`config.mk`:
```
export PLATFORM = sky130hd
export DESIGN_NAME = egg_timer_datapath
export DESIGN_NICKNAME = d
export VERILOG_FILES = /design/src/rtl/egg_timer_datapath.sv
export SDC_FILE = /design/constraint.sdc
export NUM_CORES = 1
export LEC_CHECK = 0
export BUFFER_PORTS_ARGS = -buffer_cell sky130_fd_sc_hd__buf_2
export CORE_AREA = 3 3 73 92
export CTS_CLUSTER_SIZE = 30
export DETAILED_ROUTE_END_ITERATION = 7
export DIE_AREA = 0 0 76 95
export PLACE_DENSITY = 0.69
export SLEW_MARGIN = 20
export SYNTH_ARGS = -nofsm -noshare
export SYNTH_HDL_FRONTEND = slang
export SYNTH_SLANG_ARGS = --single-unit
export TNS_END_PERCENT = 50
```
`constraint.sdc`:
```
create_clock -name clk -period 3.4 [get_ports clk]
set_clock_uncertainty 0.2 [all_clocks]
set_input_delay 0.51 -clock clk [delete_from_list [all_inputs] [get_ports clk]]
set_output_delay 0.51 -clock clk [all_outputs]
set_load 0.01 [all_outputs]
```
`src/rtl/egg_timer_datapath.sv`:
```
// Egg-timer countdown datapath: captures MM:SS from switches, counts down once per second in TIMER.
// Latency: every output is registered and reacts one clk after the state/set_val change that causes it.
// Backpressure: none (free-running); optional macro TIMER_PAUSE_EN lets `pause` freeze the countdown in TIMER.
module egg_timer_datapath #(
  parameter int CLK_HZ  = 50000000,
  parameter int MAX_MIN = 99
) (
  input  logic       clk,
  input  logic       rst,
  input  logic [2:0] state,
  input  logic [7:0] set_val,
  input  logic       pause,
  output logic [7:0] min_bcd,
  output logic [7:0] sec_bcd,
  output logic       done,
  output logic       half_tick,
  output logic       blank
);

  localparam int HALF = CLK_HZ / 2;
  localparam int PW   = (HALF > 1) ? $clog2(HALF) : 1;
  localparam logic [PW-1:0] HALF_LAST = PW'(HALF - 1);
  localparam logic [7:0] MAX_BCD = {4'(MAX_MIN / 10), 4'(MAX_MIN % 10)};

  localparam logic [2:0] ST_SET_SEC     = 3'd0;
  localparam logic [2:0] ST_SET_MIN     = 3'd1;
  localparam logic [2:0] ST_TIMER       = 3'd2;
  localparam logic [2:0] ST_READY       = 3'd3;
  localparam logic [2:0] ST_RESET       = 3'd4;
  localparam logic [2:0] ST_FLASH_ON    = 3'd5;
  localparam logic [2:0] ST_FLASH_OFF   = 3'd6;
  localparam logic [2:0] ST_SETTING_MIN = 3'd7;

  logic [7:0]    r_min;
  logic [7:0]    r_sec;
  logic [PW-1:0] r_presc;
  logic          r_phase;
  logic          r_done;
  logic          r_half;
  logic          r_blank;

  logic          w_pause;
  logic [3:0]    w_units;
  logic [3:0]    w_sec_tens;
  logic [7:0]    w_sec_set;
  logic [7:0]    w_min_num;
  logic [7:0]    w_min_set;
  logic [7:0]    w_sec_next;
  logic [7:0]    w_min_next;
  logic          w_wrap;
  logic          w_active;

`ifdef TIMER_PAUSE_EN
  assign w_pause = pause;
`else
  // pause is deliberately masked off when the feature is compiled out
  assign w_pause = pause & 1'b0;
`endif

  // Switch sanitising: units clamp to 9, seconds tens to 5, minutes value to MAX_MIN.
  assign w_units    = (set_val[3:0] > 4'd9) ? 4'd9 : set_val[3:0];
  assign w_sec_tens = (set_val[7:4] > 4'd5) ? 4'd5 : set_val[7:4];
  assign w_sec_set  = {w_sec_tens, w_units};
  assign w_min_num  = ({4'b0, set_val[7:4]} * 8'd10) + {4'b0, w_units};
  assign w_min_set  = (w_min_num > 8'(MAX_MIN)) ? MAX_BCD : {set_val[7:4], w_units};

  assign w_wrap   = (r_presc == HALF_LAST);
  assign w_active = (state == ST_FLASH_ON) || (state == ST_FLASH_OFF) ||
                    ((state == ST_TIMER) && !w_pause);

  // BCD decrement of MM:SS by one second, saturating at 00:00.
  always_comb begin
    w_sec_next = r_sec;
    w_min_next = r_min;
    if (r_sec[3:0] != 4'd0) begin
      w_sec_next[3:0] = r_sec[3:0] - 4'd1;
    end else if (r_sec[7:4] != 4'd0) begin
      w_sec_next = {r_sec[7:4] - 4'd1, 4'd9};
    end else if (r_min != 8'h00) begin
      w_sec_next = 8'h59;
      if (r_min[3:0] != 4'd0) begin
        w_min_next[3:0] = r_min[3:0] - 4'd1;
      end else begin
        w_min_next = {r_min[7:4] - 4'd1, 4'd9};
      end
    end
  end

  // Per-state capture, prescaler/phase pacing and countdown; flags track the state seen this edge.
  always_ff @(posedge clk or posedge rst) begin
    if (rst) begin
      r_min   <= 8'h00;
      r_sec   <= 8'h00;
      r_presc <= '0;
      r_phase <= 1'b0;
      r_done  <= 1'b0;
      r_half  <= 1'b0;
      r_blank <= 1'b0;
    end else begin
      r_done  <= ((state == ST_TIMER) || (state == ST_FLASH_ON) || (state == ST_FLASH_OFF)) &&
                 (r_min == 8'h00) && (r_sec == 8'h00);
      r_blank <= (state == ST_FLASH_OFF);
      r_half  <= 1'b0;
      case (state)
        ST_RESET: begin
          r_min   <= 8'h00;
          r_sec   <= 8'h00;
          r_presc <= '0;
          r_phase <= 1'b0;
        end
        ST_SET_SEC: begin
          r_sec   <= w_sec_set;
          r_presc <= '0;
          r_phase <= 1'b0;
        end
        ST_SET_MIN, ST_SETTING_MIN: begin
          r_min   <= w_min_set;
          r_presc <= '0;
          r_phase <= 1'b0;
        end
        ST_READY: begin
          // cleared here so the first TIMER second is a full one
          r_presc <= '0;
          r_phase <= 1'b0;
        end
        ST_TIMER, ST_FLASH_ON, ST_FLASH_OFF: begin
          if (w_active) begin
            r_presc <= w_wrap ? '0 : r_presc + 1'b1;
            if (w_wrap) begin
              r_half  <= 1'b1;
              r_phase <= ~r_phase;
              // second boundary is the phase 1->0 wrap; only TIMER consumes it
              if (r_phase && (state == ST_TIMER)) begin
                r_min <= w_min_next;
                r_sec <= w_sec_next;
              end
            end
          end
        end
        default: begin
          r_presc <= '0;
        end
      endcase
    end
  end

  assign min_bcd   = r_min;
  assign sec_bcd   = r_sec;
  assign done      = r_done;
  assign half_tick = r_half;
  assign blank     = r_blank;

endmodule

```
==> summary.txt, run 1 <==
Power
  – PwrDens: 427.0 mW/mm^2
  – Peak supply drop: 0.2654 mV
  – Leak: 1.475 nW

Timing
  – Final min period: 3085 ps
  – Hold WS: 90.96 ps
  – Setup violators final: 0
  – Setup TNS: 0 ps
  – Worst-Margin Slew: 957.6 ps
  – Max Transition Viols Final: 0
  – Final number of hold-violating endpoints: 0
  – Period Utilization, post-route: 90.74%
  – Maximum clock rate: 324.1 MHz
  – RSZ-0062 raised after global routing: no
  – Rel. slew slack: 35.76%

Status
  – Status: finished, final reports clean

Clock network
  – Setup bufs post-CTS: 0
  – Post-CTS resize count: 0
  – CTS Hold Buffers Added: 0
  – Clock tree buffer depth: 2
  – CTS tree: yes
  – H-tree Lvls: 2
  – Clock root buffer: clkbuf_8
  – Clock tree sinks: 45
  – CTS Buf Count: 5
  – Worst-Skew Late Latency: 300 ps
  – Clock slew at reported path FFs: 90 ps

Placed design
  – Post-DP HPWL: 5.099 mm
  – Placed Cells incl. Taps: 449
  – Final RePlAce weighted congestion: 0.8370
  – Number of port buffers: 31

Logic synthesis
  – YS warnings: 0
  – Mapped Cells: 330
  – Syn_nets: 359
  – Syn Area/Cell: 8.880 sq um
  – Synthesized area: 0.002930 sq mm
  – Synth unique cells: 58
  – Seq/Total Area, Yosys: 38.43%
  – Dominant synthesized flop cell: dfrtp_1
  – Post-synthesis register bit count: 45
  – EDFF count, synth: 0
  – Post-synth ARST share: 100.0%

Floorplan
  – Die Y: 95 um
  – Chip width: 76 um
  – Initial core utilization: 50.03%
  – Die area: 0.007220 sq mm
  – Top Ports: 33
  – Num rows: 31
  – Core area: 0.005857 sq mm

Worst setup path
  – Kind of end point of the critical path: flop
  – CP required: 3390 ps
  – Startpoint Class: primary input
  – Worst path arrival time: 3080 ps
  – Critical path class: primary input to flop
  – CP max FO: 6

Global route
  – GRT Total Usage: 19.53%
  – Largest net degree at the start of global routing: 27
  – Global-route wire length before repair: 11.43 mm
  – Gr ovfl total: 0
  – Vias in the first global route: 2,521
  – Initial antenna violation count: 0

Routing
  – Number of remaining DRC errors: 0
  – Via Count: 2,538
  – Routed wire per std cell: 14.75 um
  – Initial DRC count: 134
  – Vias per cell: 5.566
  – Remaining antenna violation count: 0
  – Pre-antenna DRT Iters: 4
  – Total wire length: 6.724 mm

Finish
  – Nets: 403
  – Most common cell after layout, fill and taps aside: nor2_1
  – Share of cells above drive strength 1: 18.18%
  – Commonest cells after routing, fill and taps aside: nor2_1, dfrtp_1, buf_2, inv_1, nand2_1
  – Antenna cells: 0
  – Final cell count without fillers: 456
  – Synth-to-Final Area Change: 14.26%
  – Layout filler cell count: 530

Hold path
  – Worst Hold Class: primary input to async pin

Run
  – Maxcap violations: 0
==> cell usage after synthesis, drive strengths merged, types with 3 or more instances <==
master,count,area (sq um)
nor2,49,183.9
dfrtp,45,1126
inv,20,75.07
nand2,18,67.56
nand3,17,85.08
xor2,16,140.1
a21oi,14,70.07
o21ai,14,73.82
ha,13,162.7
xnor2,13,113.9
nor3,11,55.05
a31oi,8,50.05
nand4,8,50.05
clkbuf,7,26.28
nor4,7,58.81
o22ai,4,25.02
or3b,4,35.03
a31o,3,26.28
and3,3,18.77
buf,3,23.77
mux2i,3,30.03
nand3b,3,22.52
nor2b,3,18.77
nor3b,3,22.52
o21a,3,22.52
o32ai,3,26.28
or2,3,18.77
==> worst max-delay path, stage by stage <==
cell      delay, ps
buf_2           110
ha_1            290
ha_1            210
inv_1            70
fa_1            460
nand2b_1        190
nor2_1          170
mux2_2          350
o22ai_1         220
nor3_1           90
buf_4           180
a31o_2          230
==> logic make-up (layout without fill, tap and decap cells) <==
logic type / count (synthesis) / after routing / share of synthesized area [%]
XOR/XNOR: 29 / 29 / 8.668
AO/OA/AOI/OAI: 65 / 65 / 14.52
flip-flops: 45 / 45 / 38.43
adder cells (fa/ha/maj): 15 / 15 / 6.917
buffers and inverters: 30 / 74 / 4.270
multiplexers: 4 / 4 / 1.409
AND/OR/NAND/NOR: 142 / 142 / 25.79
==> where the power goes <==
group          switching [mW]  internal, mW
Combinational           0.245         0.194
Sequential             0.0634         0.583
Clock                   0.184         0.161
Total                   0.492         0.938
==> path summary, 6_finish.rpt <==
check	from	endpoint	slack, ps	cells past startpoint
min reg2reg	r_presc[0]$_DFF_PP0_	r_presc[0]$_DFF_PP0_	320	1
max in group asynchronous	rst	min_bcd[2]$_DFFE_PP0P_	2160	3
max reg2reg	min_bcd[0]$_DFFE_PP0P_	min_bcd[1]$_DFFE_PP0P_	610	8
max	set_val[5]	min_bcd[6]$_DFFE_PP0P_	310	12
min in group clk	state[2]	blank$_DFF_PP0_	290	3
min	rst	sec_bcd[7]$_DFFE_PP0P_	90	2
==> metrics by stage <==
stage | total power [mW] | instance area [sq um] | setup slack [ps] | utilization, %
after global routing | 1.515 | 3348 | 158.1 | 57.17
after detailed placement | 1.095 | 3258 | 20.43 | 55.63
after global placement | 1.081 | 3258 | 86.75 | 55.63
final | 1.430 | 3348 | 314.7 | 57.17
after CTS | 1.439 | 3348 | 329.1 | 57.17
after floorplan | 0.9291 | 2930 | 338.7 | -
==> cell type report <==
cell class | instances | area, sq um | area share, %
repair buffers | 47 | 275.3 | 8.221
inverters | 20 | 75.07 | 2.242
clock inverters | 1 | 7.507 | 0.2242
flip-flops and latches | 45 | 1126 | 33.63
multi-input cells | 255 | 1679 | 50.15
well taps | 82 | 102.6 | 3.064
clock buffers | 6 | 82.58 | 2.466
==> layer usage <==
metal | vias up | share of wire (%) | track usage, %
met3 | 9 | 3.6 | 3.244
met2 | 53 | 52 | 36.83
met5 | - | 0 | 0
met1 | 1206 | 43 | 22.22
met4 | 0 | 1.1 | 7.402
li1 | 1270 | - | -
==> registers in the layout (all words and copies together), names as in the netlist <==
signal     cells
r_phase        1
r_presc       25
sec_bcd        8
min_bcd        8
done           1
blank          1
half_tick      1
No activity file was read; power rests on OpenSTA's default activity.
==> run 2: changes to the inputs <==
--- a/config.mk
+++ b/config.mk
@@ -10,8 +10,8 @@
 export CTS_CLUSTER_SIZE = 30
 export DETAILED_ROUTE_END_ITERATION = 7
 export DIE_AREA = 0 0 76 95
+export GPL_TIMING_DRIVEN = 0
 export PLACE_DENSITY = 0.69
-export SLEW_MARGIN = 20
 export SYNTH_ARGS = -nofsm -noshare
 export SYNTH_HDL_FRONTEND = slang
 export SYNTH_SLANG_ARGS = --single-unit
==> constraint.sdc (replaced) <==
create_clock -name clk -period 3.4 [get_ports clk]
set_clock_uncertainty 0.2 [all_clocks]
set_input_delay 0.51 -clock clk [delete_from_list [all_inputs] [get_ports clk]]
set_output_delay 0.51 -clock clk [all_outputs]
set_load 0.02 [all_outputs]
==> run 2 against run 1 <==
Effect of this change: non-clock buffer count fell by 7; power up 2.7%; sequential cell count unchanged; clock-buffer cell count increased by 1; critical endpoint is now min_bcd[5]$_DFFE_PP0P_; die area did not move; routed wire length fell by 1.3%; global-route usage is 0.28 points higher; largest power group unchanged; via count down 1.1%; critical path depth is 1 lower; cell count shrank 1.3%; utilization decreased by 0.66 points.
==> summary.txt, run 2 (synthesis results as in run 1) <==
Finish
  – Biggest register: r_presc
  – Share of cells above drive strength 1: 15.22% (-3.0 points)
  – Most common cell after layout, fill and taps aside: nor2_1
  – Design area: 0.003309 sq mm (-1.2%)
  – Max reg flops: 25 (unchanged)
  – Commonest cells after routing, fill and taps aside: nor2_1, dfrtp_1, buf_2, inv_1, nand2_1
  – Layout filler cell count: 548 (+3.4%)
  – Antenna cells: 0 (unchanged)
  – Synth-to-Final Area Change: 12.94%
  – Nets: 396 (-1.7%)

Global route
  – Gr ovfl total: 0 (unchanged)
  – Vias in the first global route: 2,559 (+1.5%)
  – Largest net degree at the start of global routing: 34 (+26%)
  – Global-route wire length before repair: 11.56 mm (+1.1%)
  – GRT Total Usage: 19.82% (+0.28 points)
  – Initial antenna violation count: 0 (unchanged)

Timing
  – Max Transition Viols Final: 0 (unchanged)
  – Final number of hold-violating endpoints: 0 (unchanged)
  – Worst-Margin Slew: 1021 ps (+62.93 ps)
  – Final min period: 3196 ps (+110.8 ps)
  – RSZ-0062 raised after global routing: no
  – Rel. slew slack: 31.33% (-4.4 points)
  – Maximum clock rate: 312.9 MHz (-3.5%)
  – Setup violators final: 0 (unchanged)
  – Period Utilization, post-route: 94.00% (+3.3 points)
  – Hold WS: 316.5 ps (+225.5 ps)

Placed design
  – Post-DP HPWL: 5.035 mm (-1.3%)
  – Number of port buffers: 28 (-9.7%)
  – Placed cell area: 0.003193 sq mm (-2.0%)
  – Final RePlAce weighted congestion: 0.8965 (+7.1%)

Routing
  – Initial DRC count: 169 (+26%)
  – Vias per cell: 5.576 (+0.18%)
  – Number of remaining DRC errors: 0 (unchanged)
  – Routed wire per std cell: 14.74 um (about the same)
  – Total wire length: 6.634 mm (-1.3%)
  – Remaining antenna violation count: 0 (unchanged)
  – Via Count: 2,509 (-1.1%)
  – Pre-antenna DRT Iters: 4 (unchanged)

Power
  – Peak supply drop: 0.2294 mV (-14%)
  – Combinational power share: 30.6% (about the same)
  – Net Sw Frac: 35.79% (+1.4 points)
  – Sequential Power Share: 44.0% (-1.2 points)
  – Power Internal: 0.9432 mW (+0.55%)
  – Clock Power Share: 25.4% (+1.3 points)
  – P_sw: 0.5257 mW (+6.9%)
  – PwrDens: 443.9 mW/mm^2 (+3.9%)
  – Leak: 1.437 nW (-2.6%)

Worst setup path
  – Critical path class: primary input to flop
  – FF-to-FF End: min_bcd[0]$_DFFE_PP0P_
  – Launch point of the critical path: set_val[5]
  – Startpoint Class: primary input
  – Cells on worst reg2reg path: 9 (+1)
  – Worst path arrival time: 3190 ps (+110 ps)
  – Kind of end point of the critical path: flop
  – CP max FO: 6 (unchanged)
  – R2R Path Start: sec_bcd[0]$_DFFE_PP0P_
  – CP required: 3400 ps (about the same)
  – Flop2flop setup slack: 400 ps (-210 ps)
  – CP endpoint: min_bcd[5]$_DFFE_PP0P_

Floorplan
  – Die Y: 95 um (unchanged)
  – Top Ports: 33 (unchanged)
  – Num rows: 31 (unchanged)
  – Die area: 0.007220 sq mm (unchanged)
  – Core area: 0.005857 sq mm (unchanged)
  – Chip width: 76 um (unchanged)
  – Initial core utilization: 50.03% (unchanged)

Clock network
  – Worst-Skew Late Latency: 310 ps (about the same)
  – CTS Buf Count: 5 (unchanged)
  – Clock slew at reported path FFs: 90 ps (about the same)
  – Clock tree sinks: 45 (unchanged)
  – H-tree Lvls: 2 (unchanged)
  – CTS tree: yes
  – Clock tree buffer depth: 2 (unchanged)
  – Clock root buffer: clkbuf_8

Hold path
  – Worst Hold Class: flop to flop

Run
  – Maxcap violations: 0 (unchanged)

Status
  – Status: finished, final reports clean
run 2: final cells by class:
type / count / area (sq um) / share of cell area [%]
sequential: 45 / 1126 / 34.03
timing repair buffer: 30 / 170.2 / 5.142
multi-input combinational: 255 / 1684 / 50.89
inverter: 20 / 75.07 / 2.268
buffer: 10 / 50.05 / 1.512
clock buffer: 7 / 96.34 / 2.911
clock inverter: 1 / 5.005 / 0.1512
tap: 82 / 102.6 / 3.100
run 2: how the worst min path moves through the flow:
stage	from	end	slack, ps	cells after the start
5_1_grt	r_presc[0]$_DFF_PP0_	r_presc[0]$_DFF_PP0_	350	1
3_5_place_dp	rst	blank$_DFF_PP0_	270	2
6_report	r_presc[0]$_DFF_PP0_	r_presc[0]$_DFF_PP0_	320	1
3_3_place_gp	r_presc[0]$_DFF_PP0_	r_presc[0]$_DFF_PP0_	310	1
2_1_floorplan	r_presc[0]$_DFF_PP0_	r_presc[0]$_DFF_PP0_	280	1
4_1_cts	r_presc[0]$_DFF_PP0_	r_presc[0]$_DFF_PP0_	320	1
run 2: critical path: stages:
cell and delay, ps:
buf_2 160, ha_1 310, ha_1 220, inv_1 70, fa_1 490, nand2b_1 210, nor2_1 180, mux2_2 360
o22ai_1 260, nor4_1 120, o32a_1 310
run 2: power groups by stage:
stage / clock network (mW) / registers, mW / logic, mW
global placement: 0 / 0.654 / 0.435
CTS: 0.383 / 0.646 / 0.450
floorplan: 0 / 0.700 / 0.264
detailed placement: 0 / 0.656 / 0.448
global route: 0.392 / 0.657 / 0.498
finish: 0.373 / 0.647 / 0.449
run 2: what timing repair did:
item / CTS / global route
gates resized for setup: 0 / 2
setup endpoints to repair: 0 / 5
hold endpoints to repair: 12 / 0
buffers inserted: 0 / 0
hold buffers: 1 / 0
run 2: stage by stage:
| step | total power, mW | setup TNS (ps) | std cells | utilization, % | setup WS [ps] |
|---|---|---|---|---|---|
| after floorplan | 0.9645 | 0 | 330 | - | 338.7 |
| after global placement | 1.089 | -927.9 | 440 | 54.18 | -166.9 |
| after detailed placement | 1.105 | -942.2 | 441 | 54.52 | -156.6 |
| after CTS | 1.479 | 0 | 450 | 56.42 | 166.5 |
| after global routing | 1.547 | 0 | 450 | 56.51 | 17.54 |
| final | 1.469 | 0 | 450 | 56.51 | 204.0 |
run 2: routing by layer:
metal	vias up	GRT usage (%)	wire length, um
met1	1174	22.70	2818
met3	19	3.435	252
met2	61	35.65	3372
li1	1255	-	-
met4	0	10.42	191
met5	-	0	0
==> run 3: changes to the inputs <==
--- a/config.mk
+++ b/config.mk
@@ -11,7 +11,7 @@
 export DETAILED_ROUTE_END_ITERATION = 7
 export DIE_AREA = 0 0 76 95
 export GPL_TIMING_DRIVEN = 0
-export PLACE_DENSITY = 0.69
+export PLACE_DENSITY = 0.68
 export SYNTH_ARGS = -nofsm -noshare
 export SYNTH_HDL_FRONTEND = slang
 export SYNTH_SLANG_ARGS = --single-unit
==> constraint.sdc (replaced) <==
create_clock -name clk -period 3.4 [get_ports clk]
set_clock_uncertainty 0.2 [all_clocks]
set_input_delay 0.51 -clock clk [delete_from_list [all_inputs] [get_ports clk]]
set_output_delay 0.51 -clock clk [all_outputs]
set_load 0.05 [all_outputs]
==> run 3 against run 2 <==
Effect of this change: routed wire length increased by 1.1%; via count about the same; sequential power is essentially flat; first-iteration DRC count fell by 6.5%; cell count unchanged; fmax grew 0.64%; non-clock buffer count stayed put; worst setup slack better by 20 ps; hold slack better by 7.5 ps; design area shrank 0.15%; combinational power up 25%; utilization is 0.085 points lower; highest routed layer unchanged.
==> summary.txt, run 3 (synthesis results as in run 1) <==
Status
  – Status: finished, final reports clean

Hold path
  – Worst Hold Class: flop to flop

Power
  – Leak: 1.433 nW (-0.25%)
  – PwrDens: 473.5 mW/mm^2 (+6.7%)
  – Total power of the final layout: 1.565 mW (+6.5%)
  – Peak supply drop: 0.1997 mV (-13%)

Worst setup path
  – Critical path class: primary input to flop
  – Kind of end point of the critical path: flop
  – CP required: 3380 ps (-20 ps)
  – Most frequent CP cell: ha_1
  – CP top delay family: adder cells
  – Startpoint Class: primary input
  – Critical path buffers and inverters: 2 (unchanged)
  – Worst path arrival time: 3160 ps (-30 ps)
  – CP peak stage delay: 490 ps (about the same)
  – Crit path cell chain: buf_2 > ha_1 > ha_1 > inv_1 > fa_1 > nand2b_1 > nor2_1 > mux2_2 > o22ai_1 > nor4_1 > o32a_1
  – Crit-path slowest cell: fa_1
  – CP max FO: 6 (unchanged)

Clock network
  – H-tree Lvls: 2 (unchanged)
  – Clock slew at reported path FFs: 100 ps (about the same)
  – Worst-Skew Late Latency: 300 ps (about the same)
  – Clock tree buffer depth: 2 (unchanged)
  – Setup bufs post-CTS: 0 (unchanged)
  – Clock tree sinks: 45 (unchanged)
  – CTS Buf Count: 5 (unchanged)
  – CTS tree: yes
  – Clock root buffer: clkbuf_8

Routing
  – Pre-antenna DRT Iters: 4 (unchanged)
  – Initial DRC count: 158 (-6.5%)
  – Total wire length: 6.709 mm (+1.1%)
  – Vias per cell: 5.571 (about the same)
  – Number of remaining DRC errors: 0 (unchanged)
  – Routed wire per std cell: 14.91 um (+1.1%)
  – Via Count: 2,507 (-0.080%)
  – Remaining antenna violation count: 0 (unchanged)

Global route
  – Initial antenna violation count: 0 (unchanged)
  – Global-route wire length before repair: 11.51 mm (-0.42%)
  – Vias in the first global route: 2,494 (-2.5%)
  – Most Crowded Layer GR: met2
  – Largest net degree at the start of global routing: 38 (+12%)
  – GRT Total Usage: 19.76% (-0.057 points)
  – Met3 Use GR: 3.149% (-0.29 points)
  – Met1 usage: 22.89% (+0.19 points)
  – Gr ovfl total: 0 (unchanged)
  – GRT met2 Usage: 36.46% (+0.81 points)

Finish
  – Antenna cells: 0 (unchanged)
  – Most common cell after layout, fill and taps aside: nor2_1
  – Max reg flops: 25 (unchanged)
  – Final cell count without fillers: 450 (unchanged)
  – Biggest register: r_presc
  – Nets: 396 (unchanged)
  – Synth-to-Final Area Change: 12.77%
  – Fin util: 56.42% (-0.085 points)
  – Commonest cells after routing, fill and taps aside: nor2_1, dfrtp_1, buf_2, inv_1, nand2_1
  – Share of cells above drive strength 1: 15.22% (unchanged)
  – Design area: 0.003304 sq mm (-0.15%)

Timing
  – Setup TNS: 0 ps (unchanged)
  – RSZ-0062 raised after global routing: no
  – Final WS setup: 224.4 ps (+20.42 ps)
  – Final number of hold-violating endpoints: 0 (unchanged)
  – Rel. slew slack: 40.17% (+8.8 points)
  – Setup violators final: 0 (unchanged)
  – Period Utilization, post-route: 93.40% (-0.60 points)
  – Maximum clock rate: 314.9 MHz (+0.64%)
  – Worst-Margin Slew: 889.3 ps (-131.3 ps)
  – Max Transition Viols Final: 0 (unchanged)
  – Hold WS: 324.0 ps (+7.462 ps)
  – Final min period: 3176 ps (-20.42 ps)

Placed design
  – Pre-CTS WS: -138.7 ps (+17.96 ps)
  – Placed cell area: 0.003193 sq mm (unchanged)
  – Post-DP HPWL: 5.009 mm (-0.50%)
  – Placed Cells incl. Taps: 441 (unchanged)
  – Number of port buffers: 28 (unchanged)
  – Final RePlAce weighted congestion: 0.8693 (-3.0%)

Floorplan
  – Top Ports: 33 (unchanged)
  – Core area: 0.005857 sq mm (unchanged)
  – Initial core utilization: 50.03% (unchanged)
  – Num rows: 31 (unchanged)
  – Chip width: 76 um (unchanged)
  – Die Y: 95 um (unchanged)
  – Die area: 0.007220 sq mm (unchanged)

Run
  – Maxcap violations: 0 (unchanged)
## run 3: cell count changes in the layout (fill, tap and decap cells not counted), sizes merged
| cell | before | now |
|---|---|---|
| clkinv | 1 | 2 |
| clkbuf | 14 | 13 |
## run 3: power breakdown
group	total [mW]	internal [mW]	switching, mW	leakage [nW]
Sequential	0.647	0.583	0.0639	0.601
Clock	0.358	0.165	0.192	0.0512
Combinational	0.560	0.177	0.384	0.781
Total	1.56	0.925	0.640	1.43
## run 3: repair_timing
action	CTS	global route
hold buffers	1	0
gates resized for setup	0	1
endpoints found under the hold margin	8	0
endpoints found under the setup margin	0	6
## run 3: path summary, 6_finish.rpt
check                                  startpoint                     end  depth (start not counted)  slack (ps)
max                                    set_val[5]  min_bcd[5]$_DFFE_PP0P_                         11         220
min                        sec_bcd[7]$_DFFE_PP0P_  sec_bcd[7]$_DFFE_PP0P_                          1         320
max reg2reg                sec_bcd[0]$_DFFE_PP0P_  min_bcd[0]$_DFFE_PP0P_                          9         350
min reg2reg                sec_bcd[7]$_DFFE_PP0P_  sec_bcd[7]$_DFFE_PP0P_                          1         320
max in group asynchronous                     rst  min_bcd[2]$_DFFE_PP0P_                          4        2050
min in group asynchronous                     rst  sec_bcd[6]$_DFFE_PP0P_                          3         480
## run 3: area by class of cell
type                    instances  area (sq um)
fillers                       534          2552
multi-input cells             255          1684
flip-flops and latches         45          1126
repair buffers                 30         170.2
well taps                      82         102.6
clock buffers                   6         82.58
inverters                      20         75.07
plain buffers                  10         50.05
clock inverters                 2         13.76
## run 3: routing by layer
layer / vias to the layer above / wire (um)
met5: - / 0
met4: 0 / 161
met2: 52 / 3431
met3: 13 / 181
li1: 1250 / -
met1: 1192 / 2935
